### src/rtl/case_sel_mux_if.sv
// case_sel_mux_if: groups the request-side and consumer-side signals of the
// registered case selector. The producer/consumer side takes the master
// modport and the selector takes the slave modport.
interface case_sel_mux_if #(
  parameter int N  = 4,
  parameter int W  = 8,
  parameter int CW = 8
);
  localparam int IW = (N > 1) ? $clog2(N) : 1;

  logic             unique_mode;
  logic             in_valid;
  logic             in_ready;
  logic [N-1:0]     req;
  logic [N*W-1:0]   in_data;
  logic             out_valid;
  logic             out_ready;
  logic [W-1:0]     out_data;
  logic [IW-1:0]    out_idx;
  logic             out_hit;
  logic             err_multi;
  logic             err_none;
  logic [CW-1:0]    multi_cnt;
  logic [CW-1:0]    none_cnt;
  logic             clr_cnt;

  modport master (
    output unique_mode, in_valid, req, in_data, out_ready, clr_cnt,
    input  in_ready, out_valid, out_data, out_idx, out_hit,
           err_multi, err_none, multi_cnt, none_cnt
  );

  modport slave (
    input  unique_mode, in_valid, req, in_data, out_ready, clr_cnt,
    output in_ready, out_valid, out_data, out_idx, out_hit,
           err_multi, err_none, multi_cnt, none_cnt
  );
endinterface

### src/rtl/case_sel_mux.sv
// case_sel_mux: N-channel registered selector with priority/unique case
// checking. The lowest matching channel wins in both modes; a miss either
// holds the previous data or loads DEFAULT_VAL. Full-case (no match) and
// parallel-case (multiple matches in unique mode) violations are reported as
// one-cycle pulses aligned with the offending output item and as saturating
// counters.
module case_sel_mux #(
  parameter int             N            = 4,
  parameter int             W            = 8,
  parameter int             CW           = 8,
  parameter bit             HOLD_ON_MISS = 1'b1,
  parameter logic [W-1:0]   DEFAULT_VAL  = '0
) (
  input logic              clk,
  input logic              rst,
  case_sel_mux_if.slave    bus
);
  localparam int IW = (N > 1) ? $clog2(N) : 1;

  logic           accept;
  logic           hit;
  logic           multi;
  logic [IW-1:0]  win_idx;
  logic [W-1:0]   win_data;

  logic           valid_q;
  logic [W-1:0]   data_q;
  logic [IW-1:0]  idx_q;
  logic           hit_q;
  logic           err_multi_q;
  logic           err_none_q;
  logic [CW-1:0]  multi_cnt_q;
  logic [CW-1:0]  none_cnt_q;

  // The output slot can take a new item when empty or when it drains this cycle.
  assign bus.in_ready = !rst && (!valid_q || bus.out_ready);
  assign accept       = bus.in_valid && bus.in_ready;

  assign hit   = |bus.req;
  // Clearing the lowest set bit leaves something behind only if two or more bits were set.
  assign multi = (bus.req & (bus.req - N'(1))) != '0;

  // Lowest-index matching channel: scan downwards so the last hit written is the lowest.
  always_comb begin
    // NOTE: defaults first so every path assigns every output and no latch is inferred.
    win_idx  = '0;
    win_data = bus.in_data[W-1:0];
    for (int i = N - 1; i >= 0; i--) begin
      if (bus.req[i]) begin
        win_idx  = IW'(i);
        win_data = bus.in_data[i*W +: W];
      end
    end
  end

  // Output item register, valid flag and violation pulses.
  always_ff @(posedge clk) begin
    // NOTE: non-blocking assignments so every register samples pre-edge values.
    if (rst) begin
      valid_q     <= 1'b0;
      data_q      <= DEFAULT_VAL;
      idx_q       <= '0;
      hit_q       <= 1'b0;
      err_multi_q <= 1'b0;
      err_none_q  <= 1'b0;
    end else begin
      err_multi_q <= accept && hit && multi && bus.unique_mode;
      err_none_q  <= accept && !hit;
      if (accept) begin
        valid_q <= 1'b1;
        hit_q   <= hit;
        idx_q   <= hit ? win_idx : '0;
        if (hit) begin
          data_q <= win_data;
        end else if (!HOLD_ON_MISS) begin
          data_q <= DEFAULT_VAL;
        end
      end else if (bus.out_ready) begin
        valid_q <= 1'b0;
      end
    end
  end

  // Saturating violation counters; clear beats a coincident increment.
  always_ff @(posedge clk) begin
    if (rst || bus.clr_cnt) begin
      multi_cnt_q <= '0;
      none_cnt_q  <= '0;
    end else begin
      if (accept && hit && multi && bus.unique_mode && (multi_cnt_q != '1)) begin
        multi_cnt_q <= multi_cnt_q + CW'(1);
      end
      if (accept && !hit && (none_cnt_q != '1)) begin
        none_cnt_q <= none_cnt_q + CW'(1);
      end
    end
  end

  assign bus.out_valid = valid_q;
  assign bus.out_data  = data_q;
  assign bus.out_idx   = idx_q;
  assign bus.out_hit   = hit_q;
  assign bus.err_multi = err_multi_q;
  assign bus.err_none  = err_none_q;
  assign bus.multi_cnt = multi_cnt_q;
  assign bus.none_cnt  = none_cnt_q;
endmodule

### src/flat_wrapper.sv
// flat-port wrapper written by rule: the top's interface ports become plain ports
module case_sel_mux_flat 
#(
  parameter int             N            = 4,
  parameter int             W            = 8,
  parameter int             CW           = 8,
  parameter bit             HOLD_ON_MISS = 1'b1,
  parameter logic [W-1:0]   DEFAULT_VAL  = '0
)
  (clk, rst, bus_unique_mode, bus_in_valid, bus_req, bus_in_data, bus_out_ready, bus_clr_cnt, bus_in_ready, bus_out_valid, bus_out_data, bus_out_idx, bus_out_hit, bus_err_multi, bus_err_none, bus_multi_cnt, bus_none_cnt);
  case_sel_mux_if #(.N(N), .W(W), .CW(CW)) bus_i ();
  input logic clk;
  input logic rst;
  input wire logic [$bits(bus_i.unique_mode)-1:0] bus_unique_mode;
  input wire logic [$bits(bus_i.in_valid)-1:0] bus_in_valid;
  input wire logic [$bits(bus_i.req)-1:0] bus_req;
  input wire logic [$bits(bus_i.in_data)-1:0] bus_in_data;
  input wire logic [$bits(bus_i.out_ready)-1:0] bus_out_ready;
  input wire logic [$bits(bus_i.clr_cnt)-1:0] bus_clr_cnt;
  output wire logic [$bits(bus_i.in_ready)-1:0] bus_in_ready;
  output wire logic [$bits(bus_i.out_valid)-1:0] bus_out_valid;
  output wire logic [$bits(bus_i.out_data)-1:0] bus_out_data;
  output wire logic [$bits(bus_i.out_idx)-1:0] bus_out_idx;
  output wire logic [$bits(bus_i.out_hit)-1:0] bus_out_hit;
  output wire logic [$bits(bus_i.err_multi)-1:0] bus_err_multi;
  output wire logic [$bits(bus_i.err_none)-1:0] bus_err_none;
  output wire logic [$bits(bus_i.multi_cnt)-1:0] bus_multi_cnt;
  output wire logic [$bits(bus_i.none_cnt)-1:0] bus_none_cnt;
  assign bus_i.unique_mode = bus_unique_mode;
  assign bus_i.in_valid = bus_in_valid;
  assign bus_i.req = bus_req;
  assign bus_i.in_data = bus_in_data;
  assign bus_i.out_ready = bus_out_ready;
  assign bus_i.clr_cnt = bus_clr_cnt;
  assign bus_in_ready = bus_i.in_ready;
  assign bus_out_valid = bus_i.out_valid;
  assign bus_out_data = bus_i.out_data;
  assign bus_out_idx = bus_i.out_idx;
  assign bus_out_hit = bus_i.out_hit;
  assign bus_err_multi = bus_i.err_multi;
  assign bus_err_none = bus_i.err_none;
  assign bus_multi_cnt = bus_i.multi_cnt;
  assign bus_none_cnt = bus_i.none_cnt;
  case_sel_mux #(.N(N), .W(W), .CW(CW), .HOLD_ON_MISS(HOLD_ON_MISS), .DEFAULT_VAL(DEFAULT_VAL)) u_core (.clk(clk), .rst(rst), .bus(bus_i));
endmodule
### config.mk
export PLATFORM = sky130hd
export DESIGN_NAME = case_sel_mux_flat
export DESIGN_NICKNAME = d
export VERILOG_FILES = /design/src/rtl/case_sel_mux_if.sv /design/src/rtl/case_sel_mux.sv /design/src/flat_wrapper.sv
export SDC_FILE = /design/constraint.sdc
export NUM_CORES = 1
export LEC_CHECK = 0
export CAP_MARGIN = 10
export CELL_PAD_IN_SITES_DETAIL_PLACEMENT = 1
export CELL_PAD_IN_SITES_GLOBAL_PLACEMENT = 2
export CORE_AREA = 2 2 93 95
export CTS_BUF_LIST = sky130_fd_sc_hd__clkbuf_4
export CTS_CLUSTER_DIAMETER = 100
export DETAILED_ROUTE_END_ITERATION = 8
export DIE_AREA = 0 0 95 97
export PLACE_DENSITY = 0.81
export REMOVE_ABC_BUFFERS = 1
export SLEW_MARGIN = 25
export SYNTH_ARGS = -nofsm -noshare
export SYNTH_HDL_FRONTEND = slang
export SYNTH_SLANG_ARGS = --single-unit
### constraint.sdc
create_clock -name clk -period 1.6 [get_ports clk]
set_input_delay 0.16 -clock clk [delete_from_list [all_inputs] [get_ports clk]]
set_output_delay 0.16 -clock clk [all_outputs]
set_load 0.02 [all_outputs]
### Word level (Yosys, flattened, before mapping)

Index checks and enable logic that the tools add are counted.

| operators by class | value |
|---|---|
| equal/unequal tests | 2 |
| multiplexer cells | 11 |
| add/sub/neg operators | 3 |
| magnitude comparators | 0 |
| reductions and logical operators | 17 |
| bitwise logic cells | 1 |
| $mul | 0 |
| divide/modulo/power cells | 0 |
| shift-type cells | 0 |

Operators with widths:

| operator | number |
|---|---|
| $mux W8 | 4 |
| $add A8 B1 Y8 const B | 2 |
| $ne A8 B8 Y1 const B | 2 |
| $mux W2 | 5 |
| $logic_and A1 B1 Y1 | 8 |
| $and A4 B4 Y4 | 1 |
| $reduce_bool A4 Y1 | 1 |
| $reduce_or A4 Y1 | 1 |
| $sub A4 B1 Y4 const B | 1 |
| $logic_not A1 Y1 | 3 |
| $logic_or A1 B1 Y1 | 2 |
| $mux W1 | 2 |
| $reduce_and A2 Y1 | 1 |
| $reduce_bool A2 Y1 | 1 |

| word-level totals | value |
|---|---|
| memory bits (writable) | 0 |
| bits of input ports | 42 |
| flip-flop bits (word level) | 30 |
| ROM bits | 0 |
| output and inout bits | 31 |
| bits in latches | 0 |
| memories kept | 0 |

### Longest topological paths before layout

Gate-level depths: netlist (run 1).

| logic depth | value |
|---|---|
| depth in word-level cells | 8 |
| mapped depth | 7 |

### Worst setup path before layout (run 1)

OpenSTA, ideal clock, no wires.

| timing | value |
|---|---|
| path kind | flip-flop to flip-flop |
| from | register u_core.multi_cnt_q[0] (netlist: u_core.bus.multi_cnt[0]) |
| to | register u_core.multi_cnt_q[2] (netlist: u_core.bus.multi_cnt[2]) |
| required time | 1470 ps |
| slack | -116 ps |
| setup time | 130 ps |
| path buffers | 0 |
| stages on the path, launching flop included | 6 |
| arrival | 1586 ps |
| cells stage by stage | dfxtp_1 ha_1 nand3_1 nor4_2 nor4b_1 mux2i_1 |

| between the ends | value |
|---|---|
| cells in the longest elaborated chain, start to end | 2 |
| elaborated cells on any way between the ends | 3 |
| those cells by class | add/sub: 1; eq/ne: 1; reduce/logical: 1 |

Ends and longest elaborated chain:

| item | RTL line | RTL |
|---|---|---|
| from (decl) | case_sel_mux.sv:32 | `logic [CW-1:0] multi_cnt_q;` |
| from (signal assigned) | case_sel_mux.sv:91 | `multi_cnt_q <= multi_cnt_q + CW'(1);` |
| branches (longest 2 deep; another with $add A8 B1 Y8) | n/a |  |

Several ways; the timed one is not identified.
A chain may end at the register's enable or synchronous reset.

### Worst setup path in the final report (run 1)

| timing | value |
|---|---|
| from | input port bus_unique_mode |
| to | register u_core.multi_cnt_q[7] (netlist: u_core.bus.multi_cnt[7]) |

| between the ends | value |
|---|---|
| cells in the longest elaborated chain, start to end | 2 |

Ends and longest elaborated chain:

| item | RTL line | RTL |
|---|---|---|
| from (decl) | flat_wrapper.sv:14 | `input wire logic [$bits(bus_i.unique_mode)-1:0] bus_unique_mode;` |
| $logic_and A1 B1 Y1 (2 in a row) | case_sel_mux.sv:90 | `if (accept && hit && multi && bus.unique_mode && (multi_cnt_q != '1)) begin` |

Every way passes these cells.

==> out/metrics.cfg, run 1 <==
[run_status]
status=finished, final reports clean

[clock_network]
tritoncts=yes
clkTransAtPathRegs_ps=110
h-tree-depth=2
cts_made_buffers=5
cts_sinks=30
root_buffer=clkbuf_4
insertion_delay_ps=350
cts_buffer_depth=2

[detailed_routing]
wl_met1_um=2790
wirelength_um=6220
viasPerCell=4.74
top_layer=met4
met2_wirelength_um=3110
vias=2043
ant_nets=0
drt-wirelength-per-cell_um=14.4
drtPass1Iterations=4
wl_met3_um=249
drt_iter0_drc=21
drc=0

[min_path]
hold_class=in2reg
min_to=u_core.bus.out_valid
hp-start=bus_in_valid
min_path_cells=3

[layout]
fin_nets=369
multi_input_area_um2=1190
fillerInstances=968
area_growth_syn_to_layout_pct=79.1
regArea_um2=604
drive_gt1_frac=0.239
diodes=0
fin_util=0.391

[placement]
port_buffers=72
place_congestion=0.775
dp.final_hpwl_um=4920
place_ws_ps=-559

[sta]
hold_viol=0
fin_crit_sh=0.983
setup_violations=0
rsz0062_at_grt=yes
max_freq_mhz=636
drv_slew=0
finalWorstPathRequiredPeriod_ps=1570
skew_ps=12.3
worstMarginPinSlew_ps=395
setup_tns_ps=0
relSlewSlack=0.734
setup_slack_ps=26.6
whs_ps=110

[setup_path]
reg2reg_depth=4
cp_num_buf_inv=1
critical_path.slowest_cell=clkdlybuf4s50_1
r2r_end=u_core.bus.multi_cnt[7]
critPathLaunchType=primary input
cp-end-kind=flop
crit_type=in2reg
path_cells=clkdlybuf4s50_1, o311ai_1, or3_4, or4_1, a21oi_2
max_stage_delay_ps=520
r2r_start=u_core.bus.multi_cnt[3]
path_max_fanout=4
cp.arrival_ps=1850
r2r_slack_ps=40
crit_required_ps=1880
cp_top_family=simple AND/OR/NAND/NOR gates

[floorplan]
die_w_um=95
core_area_um2=8130
start_util=0.218
die_h_um=97
ios=73
dieArea_um2=9220
row_count=33

[power]
ir_worst_vdd_v=0.000284
clkPwrFrac=0.392
p_leak_uw=0.00133
switching_power_uw=491
intPower_uw=1490
pwr-share-seq=0.392
power.density_nw_per_um2=624
p_sw_frac=0.248
comb_power_share=0.216
p_total_uw=1980

[global_routing]
grt_max_degree=20
grt_first_pass_wirelength_um=10400
overflow=0
grt_pass1_vias=2153
grt_antenna_before_repair=0
grt_usage=0.139

[synthesis]
synth-async-reset-ratio=0
syn_area_um2=1770
synth_edf_count=0
ys_ff_latch=30
synth.distinct_cells=46
syn_area_per_cell_um2=8.33
synth_ff_type=dfxtp_1
ys_seq_area_frac=0.339
yosysWarningCount=0
syn_inst=213

[run]
drv_cap=0

## placed cells by master (no fill, tap or decap), types with 4 or more instances in the layout
cell type,n
clkdlybuf4s50_1,54
clkbuf_4,5
dlygate4sd2_1,6
nor3_1,7
a21oi_1,8
nand3_1,4
inv_1,4
buf_4,41
nand3b_1,15
nor2_1,10
mux2i_1,17
nand2_1,20
dfxtp_1,27
a211oi_1,4
o21ai_0,11
or3_1,9
o221ai_1,5
dlymetal6s2s_1,9
## synth_stat cells, types with 5 or more instances
master,n,area [um^2]
a21oi_1,9,45.0
clkbuf_1,6,22.5
dfxtp_1,30,601
mux2i_1,17,170
nand2_1,20,75.1
nand3_1,6,30.0
nand3b_1,15,113
nor2_1,12,45.0
nor2b_1,5,31.3
nor3_1,7,35.0
nor4_1,6,37.5
o21ai_0,11,55.1
o221ai_1,5,43.8
or3_1,9,56.3
## per-layer routing
layer / track usage / vias to the layer above
met5: 0 / -
met4: 0.0368 / 0
met3: 0.0273 / 6
met2: 0.235 / 40
met1: 0.178 / 967
li1: - / 1030
## sequential cells by signal (all words and copies together), names as in the netlist
| signal | count |
|---|---|
| u_core.bus.err_none | 1 |
| u_core.bus.out_data | 8 |
| u_core.bus.err_multi | 1 |
| u_core.bus.multi_cnt | 8 |
| u_core.bus.none_cnt | 8 |
| u_core.bus.out_valid | 1 |
| u_core.bus.out_idx | 2 |
| u_core.bus.out_hit | 1 |
## power by group through the flow
| stage | Combinational [uW] | Sequential (uW) | Clock (uW) |
|---|---|---|---|
| after global routing | 463 | 780 | 827 |
| after CTS | 409 | 777 | 794 |
| after global placement | 403 | 794 | 0 |
| after floorplan | 110 | 816 | 0 |
| final | 427 | 777 | 777 |
| after detailed placement | 409 | 794 | 0 |
## metrics by stage
stage                     cell area (um^2)  instances
after floorplan                       1710        200
after global placement                2920        421
final                                 3180        431
after CTS                             3030        429
after detailed placement              2920        421
after global routing                  3180        431
## cells by family (layout without fill, tap and decap cells)
family / Yosys count / after routing / synth area share
flip-flops: 30 / 30 / 0.339
AND/OR/NAND/NOR: 98 / 98 / 0.317
adder cells (fa/ha/maj): 3 / 3 / 0.0197
buffers and inverters: 18 / 131 / 0.0472
multiplexers: 17 / 17 / 0.0959
AO/OA/AOI/OAI: 47 / 47 / 0.181
## layout make-up
class,count,area share
tap,105,0.0414
multi-input combinational,165,0.376
clock inverter,3,0.0201
timing repair buffer,118,0.354
clock buffer,5,0.0118
sequential,30,0.190
inverter,5,0.00591
## repair_timing
| item | 4_1_cts | 5_1_grt |
|---|---|---|
| resized for setup | 14 | 34 |
| hold buffers | 0 | 0 |
| buffers inserted | 0 | 1 |
| setup endpoints to repair | 20 | 21 |
| cloned | 0 | 1 |
| pin swaps | 0 | 3 |
## how the worst max path moves through the flow
stage | from | to | slack (ps) | depth (start not counted)
floorplan | u_core.bus.multi_cnt[0] | u_core.bus.multi_cnt[2] | -120 | 5
global placement | bus_req[1] | u_core.bus.none_cnt[2] | -460 | 7
detailed placement | bus_req[1] | u_core.bus.none_cnt[2] | -560 | 7
CTS | u_core.bus.none_cnt[6] | bus_none_cnt[6] | 4 | 1
global route | u_core.bus.multi_cnt[3] | u_core.bus.multi_cnt[7] | -30 | 4
finish | bus_unique_mode | u_core.bus.multi_cnt[7] | 30 | 5
## worst register-to-register path, delay by kind of cell, from the launching register on
kind | cells | cell delay (ps)
AO/OA/AOI/OAI | 2 | 240
flip-flops | 1 | 350
AND/OR/NAND/NOR | 2 | 900
(Power assumes the default switching activity.)
==> inputs of run 2 (changes only) <==
Settings changed: GPL_TIMING_DRIVEN set to 0.
==> out/metrics.cfg, run 2 (synthesis gave the netlist of run 1 again) <==
[global_routing]
grt_usage=0.137  ; was 0.139
overflow=0  ; unchanged
grt_antenna_before_repair=0  ; unchanged
grt_first_pass_wirelength_um=9940  ; was 10400 um
grt_max_degree=29  ; was 20
grt_pass1_vias=1918  ; was 2153

[placement]
place_congestion=0.706  ; was 0.775
dp.final_hpwl_um=4250  ; was 4920 um
dp.cells=377  ; was 421
port_buffers=72  ; unchanged

[clock_network]
tritoncts=yes  ; unchanged
root_buffer=clkbuf_4  ; unchanged
cts_sinks=30  ; unchanged
cts_buffer_depth=2  ; unchanged
cts_made_buffers=5  ; unchanged
h-tree-depth=2  ; unchanged
insertion_delay_ps=340  ; was 350 ps
clkTransAtPathRegs_ps=100  ; was 110 ps

[min_path]
hold_class=in2reg  ; unchanged
hp-start=bus_in_valid  ; unchanged

[floorplan]
row_count=33  ; unchanged
die_w_um=95  ; unchanged
start_util=0.218  ; unchanged
ios=73  ; unchanged
die_h_um=97  ; unchanged
dieArea_um2=9220  ; unchanged
core_area_um2=8130  ; unchanged

[setup_path]
critPathLaunchType=primary input  ; unchanged
path_max_fanout=17  ; was 4
critPathLaunch=bus_req[3]  ; was bus_unique_mode
crit_type=in2reg  ; unchanged
cp-end-kind=flop  ; unchanged
r2r_start=u_core.bus.multi_cnt[0]  ; was u_core.bus.multi_cnt[3]
crit_required_ps=1880  ; about the same
cp.arrival_ps=1830  ; was 1850 ps

[sta]
skew_ps=9.90  ; was 12.3 ps
hold_viol=0  ; unchanged
finalWorstPathRequiredPeriod_ps=1550  ; was 1570 ps
max_freq_mhz=646  ; was 636 MHz
fin_crit_sh=0.968  ; was 0.983
drv_slew=0  ; unchanged
worstMarginPinSlew_ps=731  ; was 395 ps
whs_ps=153  ; was 110 ps
rsz0062_at_grt=yes  ; unchanged
setup_violations=0  ; unchanged
relSlewSlack=0.511  ; was 0.734
setup_tns_ps=0  ; unchanged

[power]
power.density_nw_per_um2=575  ; was 624 nW/um^2
p_total_uw=1590  ; was 1980 uW
p_leak_uw=0.00104  ; was 0.00133 uW
ir_worst_vdd_v=0.000247  ; was 0.000284 V

[detailed_routing]
drt-wirelength-per-cell_um=15.5  ; was 14.4 um
wirelength_um=6050  ; was 6220 um
viasPerCell=4.91  ; was 4.74
drtPass1Iterations=4  ; unchanged
vias=1913  ; was 2043
drt_iter0_drc=57  ; was 21
drc=0  ; unchanged
ant_nets=0  ; unchanged

[layout]
area_growth_syn_to_layout_pct=55.6  ; was 79.1%
diodes=0  ; unchanged
fin_util=0.339  ; was 0.391
final_cell_mix=clkdlybuf4s50_1 (57), dfxtp_1 (22), nand2_1 (20), mux2i_1 (17), nand3b_1 (15)  ; was clkdlybuf4s50_1 (54), buf_4 (41), dfxtp_1 (27), nand2_1 (20), mux2i_1 (17)
fin_nets=328  ; was 369
drive_gt1_frac=0.154  ; was 0.239
final_common_cell=clkdlybuf4s50_1  ; unchanged
final_cells=390  ; was 431

[run]
drv_cap=0  ; unchanged

[run_status]
status=finished, final reports clean  ; unchanged

==> run 2: final cells by class <==
class	count	area (um^2)
fillers	948	5370
multi-input cells	166	1190
repair buffers	76	754
flip-flops and latches	30	616
well taps	105	131
clock buffers	6	45.0
inverters	5	18.8
clock inverters	2	8.76
==> run 2: worst paths after layout <==
kind | to | slack [ps] | cells past startpoint
max | u_core.bus.multi_cnt[7] | 50 | 5
min | u_core.bus.out_valid | 150 | 3
max reg2reg | u_core.bus.multi_cnt[0] | 70 | 6
min reg2reg | u_core.bus.multi_cnt[5] | 480 | 2
==> run 2: through the flow <==
step	setup WS, ps	area (um^2)
after floorplan	-117	1710
after global placement	-1200	2560
after detailed placement	-1260	2560
after CTS	3.37	2710
after global routing	-15.9	2760
final	50.9	2760
==> run 2: worst max-delay path, stage by stage <==
cell and delay (ps):
clkdlybuf4s18_2 470, nor3_1 130, or3_4 440, or4_1 480, a21oi_1 140
==> run 2: repair_timing <==
| action | in CTS | in global routing |
|---|---|---|
| cloned | 1 | 0 |
| setup buffers | 4 | 0 |
| pin swaps | 3 | 2 |
| resized for setup | 28 | 31 |
| hold buffers | 0 | 0 |
| setup endpoints to repair | 33 | 29 |
==> run 2: where the power goes <==
part,internal (uW),switching [uW],leakage [uW],total (uW)
Clock,182,279,0.0000331,461
Combinational,181,172,0.000762,353
Sequential,762,11.2,0.000248,774
Total,1130,463,0.00104,1590
==> run 2: routing by layer <==
metal / global-route usage / vias to the layer above / wire length, um
li1: - / 955 / -
met1: 0.177 / 911 / 2730
met2: 0.221 / 40 / 2900
met3: 0.0358 / 7 / 330
met4: 0.0412 / 0 / 88
met5: 0 / - / 0
